**src/rtl/cache_arbiter_pkg.sv**
```systemverilog
// Shared types for the I/D-cache memory-port arbiter.
package arb_pkg;

  typedef enum logic [1:0] {IDLE, SERVE_I, SERVE_D} arb_state_t;
  typedef enum logic {OWN_I, OWN_D} arb_owner_t;

  localparam int unsigned LINE_W_DEFAULT = 256;

endpackage

```
**src/rtl/cache_arbiter_sat_counter.sv**
```systemverilog
// Up-counter that sticks at all-ones instead of wrapping.
module sat_counter #(
  parameter int unsigned CNT_W = 32
) (
  input  logic             clk,
  input  logic             rst,
  input  logic             inc,
  output logic [CNT_W-1:0] cnt
);

  always_ff @(posedge clk or posedge rst) begin
    if (rst)
      cnt <= '0;
    else if (inc && (cnt != '1))
      cnt <= cnt + CNT_W'(1);
  end

endmodule

```
**src/rtl/cache_arbiter.sv**
```systemverilog
// Round-robin arbiter sharing one cacheline memory port between I-cache and D-cache,
// with saturating grant/contention counters.
module cache_arbiter
  import arb_pkg::*;
#(
  parameter int unsigned LINE_W = LINE_W_DEFAULT,
  parameter int unsigned ADDR_W = 32,
  parameter int unsigned CNT_W  = 32
) (
  input  logic              clk,
  input  logic              rst,
  input  logic              i_read,
  input  logic [ADDR_W-1:0] i_address,
  output logic [LINE_W-1:0] i_rdata,
  output logic              i_resp,
  input  logic              d_read,
  input  logic              d_write,
  input  logic [ADDR_W-1:0] d_address,
  input  logic [LINE_W-1:0] d_wdata,
  output logic [LINE_W-1:0] d_rdata,
  output logic              d_resp,
  output logic              pmem_read,
  output logic              pmem_write,
  output logic [ADDR_W-1:0] pmem_address,
  output logic [LINE_W-1:0] pmem_wdata,
  input  logic [LINE_W-1:0] pmem_rdata,
  input  logic              pmem_resp,
  output logic [CNT_W-1:0]  cnt_i_grant,
  output logic [CNT_W-1:0]  cnt_d_grant,
  output logic [CNT_W-1:0]  cnt_conflict
);

  arb_state_t state;
  arb_owner_t last_owner;

  logic i_req, d_req, in_idle, grant_i, grant_d;

  assign i_req   = i_read;
  assign d_req   = d_read | d_write;
  assign in_idle = (state == IDLE);
  // On contention the requester that did not own the port last time wins.
  assign grant_i = in_idle && i_req && (!d_req || (last_owner == OWN_D));
  assign grant_d = in_idle && d_req && (!i_req || (last_owner == OWN_I));

  // Request strobes are latched at grant so they stay asserted until pmem_resp
  // even if the owner misbehaves and drops its request.
  always_ff @(posedge clk or posedge rst) begin
    if (rst) begin
      state      <= IDLE;
      last_owner <= OWN_I;
      pmem_read  <= 1'b0;
      pmem_write <= 1'b0;
    end else begin
      case (state)
        IDLE: begin
          if (grant_i) begin
            state      <= SERVE_I;
            last_owner <= OWN_I;
            pmem_read  <= 1'b1;
            pmem_write <= 1'b0;
          end else if (grant_d) begin
            state      <= SERVE_D;
            last_owner <= OWN_D;
            pmem_read  <= d_read & ~d_write;
            pmem_write <= d_write;
          end
        end
        SERVE_I, SERVE_D: begin
          if (pmem_resp) begin
            state      <= IDLE;
            pmem_read  <= 1'b0;
            pmem_write <= 1'b0;
          end
        end
        default: begin
          state      <= IDLE;
          pmem_read  <= 1'b0;
          pmem_write <= 1'b0;
        end
      endcase
    end
  end

  always_comb begin
    pmem_address = '0;
    pmem_wdata   = '0;
    case (state)
      SERVE_I: pmem_address = i_address;
      SERVE_D: begin
        pmem_address = d_address;
        pmem_wdata   = d_wdata;
      end
      default: ;
    endcase
  end

  assign i_resp  = (state == SERVE_I) && pmem_resp;
  assign d_resp  = (state == SERVE_D) && pmem_resp;
  assign i_rdata = pmem_rdata;
  assign d_rdata = pmem_rdata;

  sat_counter #(.CNT_W(CNT_W)) u_cnt_i (
    .clk(clk), .rst(rst), .inc(grant_i), .cnt(cnt_i_grant)
  );
  sat_counter #(.CNT_W(CNT_W)) u_cnt_d (
    .clk(clk), .rst(rst), .inc(grant_d), .cnt(cnt_d_grant)
  );
  sat_counter #(.CNT_W(CNT_W)) u_cnt_c (
    .clk(clk), .rst(rst), .inc(in_idle && i_req && d_req), .cnt(cnt_conflict)
  );

  a_d_rw_exclusive: assert property (@(posedge clk) disable iff (rst)
    !(d_read && d_write));
  a_i_sticky: assert property (@(posedge clk) disable iff (rst)
    (state == SERVE_I) |-> i_read);
  a_d_sticky: assert property (@(posedge clk) disable iff (rst)
    (state == SERVE_D) |-> (d_read || d_write));
  a_no_idle_resp: assert property (@(posedge clk) disable iff (rst)
    !(in_idle && pmem_resp));

endmodule

```
**config.mk**
```make
export PLATFORM = sky130hd
export DESIGN_NAME = cache_arbiter
export DESIGN_NICKNAME = d
export VERILOG_FILES = /design/src/rtl/cache_arbiter_pkg.sv /design/src/rtl/cache_arbiter_sat_counter.sv /design/src/rtl/cache_arbiter.sv
export SDC_FILE = /design/constraint.sdc
export NUM_CORES = 1
export LEC_CHECK = 0
export ABC_CLOCK_PERIOD_IN_PS = 5500
export CORE_AREA = 2 2 576 578
export DETAILED_ROUTE_END_ITERATION = 8
export DIE_AREA = 0 0 578 580
export GPL_TIMING_DRIVEN = 0
export PLACE_DENSITY = 0.3
export SLEW_MARGIN = 20
export SYNTH_ARGS = -nofsm -noshare
export SYNTH_HDL_FRONTEND = slang
export SYNTH_SLANG_ARGS = --single-unit
```
**constraint.sdc**
```tcl
create_clock -name clk -period 5.5 [get_ports clk]
set_input_delay 1.1 -clock clk [delete_from_list [all_inputs] [get_ports clk]]
set_output_delay 1.1 -clock clk [all_outputs]
set_load 0.05 [all_outputs]
```
== After elaboration in Yosys (flattened, before gate mapping) ==
Cells that the tools add are included.
Word-level totals
  logic and storage cells: 55
  output and inout port bits: 900
  input bits: 582
  bits in registers: 101
Operators by class
  multiplexer cells: 15
  bitwise logic cells: 4
  add/subtract/negate cells: 3
  reduce and logical (&&, ||, !) cells: 19
  equality and inequality tests: 7
Operators with widths (count)
  2-to-1 mux 256 bit: 1
  adder 32 x 1 -> 32 bit (second input constant): 3
  inequality test 32 bit (second input constant): 3
  case mux 32 bit (2 select lines): 1
  logical AND 1 bit: 10
  2-to-1 mux 1 bit: 7
  2-to-1 mux 2 bit: 3
  case mux 1 bit (2 select lines): 2
  case mux 2 bit (2 select lines): 1
  AND reduction 2 bit: 2
  inequality test 3 x 1 -> 1 bit (second input constant): 1
  equality test 2 x 1 -> 1 bit (second input constant): 1
  equality test 2 bit (second input constant): 1
  zero test 1 bit: 2
  zero test 2 bit: 1
  logical OR 1 bit: 2
  inequality test 2 bit (second input constant): 1
  inverter 1 bit: 2
  nonzero test 2 bit: 1
  OR reduction 2 bit: 1
  AND 1 bit: 1
  OR 1 bit: 1

== Depth between registers and ports, before layout ==
  depth after elaboration: 6
  mapped depth: 9
  depth with buffers taken out: 7

== Hierarchy ==
A second synthesis with hierarchy kept.
Unflattened totals
  cells, all modules: 1326
  area, all modules: 11125.7 um^2
By module, submodules not included
  cache_arbiter: instances 1, seq. area each 125.1 um^2, area an instance 6441.2 um^2, cells an instance 909
  sat_counter: instances 3, seq. area each 800.8 um^2, area an instance 1561.5 um^2, cells an instance 139

== Worst setup path before layout ==
Ideal clock, no wire load.
  path type: reg2out
  from: register state[0]
  to: output pmem_address[0]
  stages on the path, launching flop included: 7
  setup slack: 2.436 ns
  path buffers: 2
  data arrival time: 1.964 ns
  required time: 4.400 ns
  cell sequence: dfrtp_1 > inv_1 > ha_1 > clkbuf_1 > buf_1 > a22oi_1 > nor2b_1
Between the ends
  word-level cells in the longest chain between the ends: 2
  elaborated cells on any way between the ends: 3
  classes of those cells: 2 x eq/ne; 1 x mux
Ends and longest elaborated chain
  start: declaration: RTL line cache_arbiter.sv:33  | arb_state_t state;
  start signal: assignment: RTL line cache_arbiter.sv:49  | state <= IDLE;
  start signal: assignment: RTL line cache_arbiter.sv:57  | state <= SERVE_I;
  start signal: assignment: RTL line cache_arbiter.sv:62  | state <= SERVE_D;
  equality test 2 bit or equality test 2 x 1 -> 1 bit (tied branches): RTL line cache_arbiter.sv:87  | case (state)
  case mux 32 bit (2 select lines) (*): RTL line cache_arbiter.sv:87
  end: declaration: RTL line cache_arbiter.sv:24  | output logic [ADDR_W-1:0] pmem_address,
Mark *: on every way between the ends. The rest lies on a longest branch, timed or not.

== Final worst setup path ==
  from: register state[0]
  to: output pmem_wdata[41]
Between the ends
  word-level cells in the longest chain between the ends: 2
Ends and longest elaborated chain
  equality test 2 bit: RTL line cache_arbiter.sv:87
  2-to-1 mux 256 bit: RTL line cache_arbiter.sv:87
  end: declaration: RTL line cache_arbiter.sv:25  | output logic [LINE_W-1:0] pmem_wdata,
No other way between the ends.

==> results.py <==
metrics = {
    "timing": {
        "finalCritPeriodShare_pct": 93.8,
        "setup_violations": 0,
        "period_needed_ps": 5160,
        "rsz0062_at_grt": "false",
        "finalClockSkew_ps": 25.2,
        "hold_viol": 0,
        "worstMarginPinSlew_ps": 1140,
        "setup_tns_ps": 0,
        "worst_slack_ps": 339,
        "fmax_mhz": 194,
        "max_slew_margin_pct": 24.0,
        "maxSlewViolCount": 0,
    },
    "final_layout": {
        "num-fill-cells": 38300,
        "multiInputGateArea_um2": 4340,
        "nets": 3164,
        "areaGrowthSynthToFinish_pct": 168,
        "layout-drive-gt1-share_pct": 21.8,
        "seqCellArea_um2": 2530,
    },
    "floorplanning": {
        "die_height_um": 580,
        "core-area_um2": 329000,
        "pin_count": 1482,
        "start_util_pct": 3.32,
        "die_w_um": 578,
        "rows": 211,
        "dieArea_um2": 335000,
    },
    "clock_tree": {
        "hold_buffers": 0,
        "clk_pin_slew_ps": 100,
        "cts_made_buffers": 9,
        "cts.htree.levels": 3,
        "clock_path_buffers": 2,
        "cts_resized": 0,
        "clk_latency_ps": 420,
        "cts.sinks": 101,
        "cts_root_buf": "clkbuf_16",
        "cts_setup_buffers": 0,
        "cts_tree": "done",
    },
    "route": {
        "vias": 14600,
        "drtIter0Drc": 696,
        "wire_per_inst_um": 33.2,
        "final_antenna_net_count": 0,
        "drc": 0,
        "first_pass_iters": 5,
        "routed_via_density": 2.09,
        "wirelength_um": 232000,
    },
    "run_status": {
        "status": "complete, no violations",
    },
    "logic_synthesis": {
        "ys_types": 45,
        "synth-async-reset-ratio_pct": 100,
        "syn_area_um2": 10900,
        "synth-seq-area-share_pct": 23.1,
        "syn_inst": 1333,
        "netlist.area_leader.share_pct": 35.2,
        "synth_edf_count": 0,
        "synth_area_leader_cell": "buf_4",
        "synthesis.nets": 1921,
        "yosys_warnings": 0,
        "synth.avg_cell_area_um2": 8.19,
        "ys_ff_latch": 101,
        "synth_top_cells_by_area": "buf_4 (35%), dfrtp_1 (23%), and2_1 (15%)",
        "synth_top_flop_cell": "dfrtp_1",
    },
    "global_route": {
        "use_met1_pct": 17.1,
        "grt_start_max_net_pins": 59,
        "globalRouteOverflowTotal": 0,
        "met3_usage_pct": 3.54,
        "use_met2_pct": 22.7,
        "top_usage_layer": "met2",
        "first_global_vias": 14600,
        "antenna_found_initial": 154,
        "grt_pass1_wl_um": 265000,
        "track_usage_pct": 13.4,
    },
    "critical_path": {
        "worstPathRequired_ps": 4400,
        "path_max_fanout": 11,
        "critPathMaxStageDelay_ps": 1190,
        "worst-path-buf-inv": 6,
        "cp_top_family": "buffers and inverters",
        "rr_startpoint": "state[0]",
        "cp.arrival_ps": 4060,
        "critPathLaunch": "state[0]",
        "critical_path_class": "reg -> out",
        "cp_slowest_cell": "clkdlybuf4s50_1",
        "path_cells": "inv_1 -> ha_1 -> clkbuf_2 -> buf_12 -> clkbuf_1 -> clkbuf_1 -> and2_1 -> clkdlybuf4s50_1",
        "cp-start-kind": "flip-flop",
        "path_common_cell": "clkbuf_1",
        "cp-end-kind": "output pin",
    },
    "place": {
        "pre_cts_ws_ps": 690,
        "portBuffers": 1225,
        "dp_hpwl_um": 222000,
        "finalWeightedCongestion": 0.921,
    },
    "min_path": {
        "hold_class": "reg -> reg",
        "min-delay-start": "u_cnt_c.cnt[27]",
    },
    "run": {
        "drv_cap": 0,
    },
    "power": {
        "leakage_nw": 10.5,
        "power_per_cell_area_nw_per_um2": 338,
        "ir_worst_vdd_v": 0.000308,
    },
}
## synthesized netlist by cell type (3+ instances only)
cell type,instances
and2_1,263
buf_4,512
nor4_1,6
nand3_1,37
dfrtp_1,101
a22oi_1,32
o21ai_0,4
and3_1,16
xnor2_1,54
inv_1,9
nor3_1,28
nor2b_1,33
nand2_1,44
xor2_1,37
mux2_2,3
nand4_1,31
clkbuf_1,42
a31oi_1,4
and4_1,15
ha_1,6
nor2_1,25
## where the power goes
part	switching (W)	internal, W	total [W]
combinational	0.00579	0.00236	0.00814
clock	0.000434	0.000377	0.000811
sequential	0.000107	0.000817	0.000924
total	0.00633	0.00355	0.00988
## worst paths after layout
check                      depth (start not counted)              end  slack [ps]
min in group asynchronous                          2  u_cnt_d.cnt[12]        1070
hold / removal                                     1  u_cnt_c.cnt[27]         500
max in group asynchronous                          3  u_cnt_c.cnt[11]        3740
hold reg to reg                                    1  u_cnt_c.cnt[27]         500
setup / recovery                                   8   pmem_wdata[41]         340
setup reg to reg                                   8  u_cnt_c.cnt[26]        2530
## registers in the layout, indices dropped and copies added (netlist names)
signal,cells
u_cnt_d.cnt,32
last_owner,1
state,2
u_cnt_c.cnt,32
pmem_read,1
pmem_write,1
u_cnt_i.cnt,32
## cells in the final DEF (no fill, tap or decap), drive strengths merged, types with 2 or more instances in the layout
master         synthesis  layout
and3                  16      16
clkbuf                42      52
clkinv                 0       2
and2                 263     263
nor2b                 33      33
a22oi                 32      32
inv                    9      11
clkdlybuf4s50          0    1224
diode                  0      47
buf                  518     526
nand2                 44      44
or3                    2       2
nor3                  28      28
mux2                   3       3
nor4                   6       6
o21ai                  4       4
nand4                 32      32
nand3                 37      37
and4                  15      15
ha                     6       6
xor2                  37      37
a211oi                 2       2
a21o                   2       2
or2                    2       2
a31oi                  4       4
nor2                  25      25
dfrtp                101     101
xnor2                 54      54
## through the flow
stage / std cells / hold slack, ps / power, W / util [%] / cell area (um2)
2_1_floorplan: 1333 / 522 / 0.00519 / - / 10900
6_report: 6994 / 502 / 0.00988 / 8.88 / 29200
4_1_cts: 6947 / 503 / 0.0102 / 8.85 / 29100
5_1_grt: 6954 / 527 / 0.0103 / 8.85 / 29100
3_5_place_dp: 6931 / 477 / 0.00930 / 8.75 / 28800
3_3_place_gp: 6924 / 485 / 0.00926 / 8.70 / 28600
## routing by layer
| layer | share of wire [%] | routed length [um] |
|---|---|---|
| met2 | 47 | 110000 |
| met3 | 7.0 | 16300 |
| met4 | 1.5 | 3490 |
| met1 | 44 | 102000 |
| met5 | 0.030 | 69 |
## layout make-up
type                       count  share of cell area (%)
antenna                       47                   0.402
buffer                       560                    13.9
clock inverter                 6                   0.274
timing repair buffer        1232                    42.4
tap                         4366                    18.7
sequential                   101                    8.64
clock buffer                  10                   0.817
inverter                       9                   0.141
multi-input combinational    663                    14.8
## kinds of logic (layout without fill, tap and decap cells)
logic type                 Yosys count  after routing  synth area share (%)
DFF                                101            101                  23.1
xor gates and xnor gates            91             91                  7.30
AOI/OAI and AO/OA                   56             56                  4.00
buffers and inverters              569           1817                  37.3
and+or+nand+nor                    507            507                  27.2
adders and majority gates            6              6                 0.687
muxes                                3              3                 0.309
other                                0             47                     0
## worst reg2reg max path, cell delays in order, from the launching register on
cell	delay [ps]
dfrtp_1	380
inv_1	100
ha_1	150
clkbuf_1	270
o211ai_1	470
nor2_1	380
nor4bb_2	770
nand3_1	200
xnor2_1	160
Note: power is estimated with default switching activity, not from simulation.
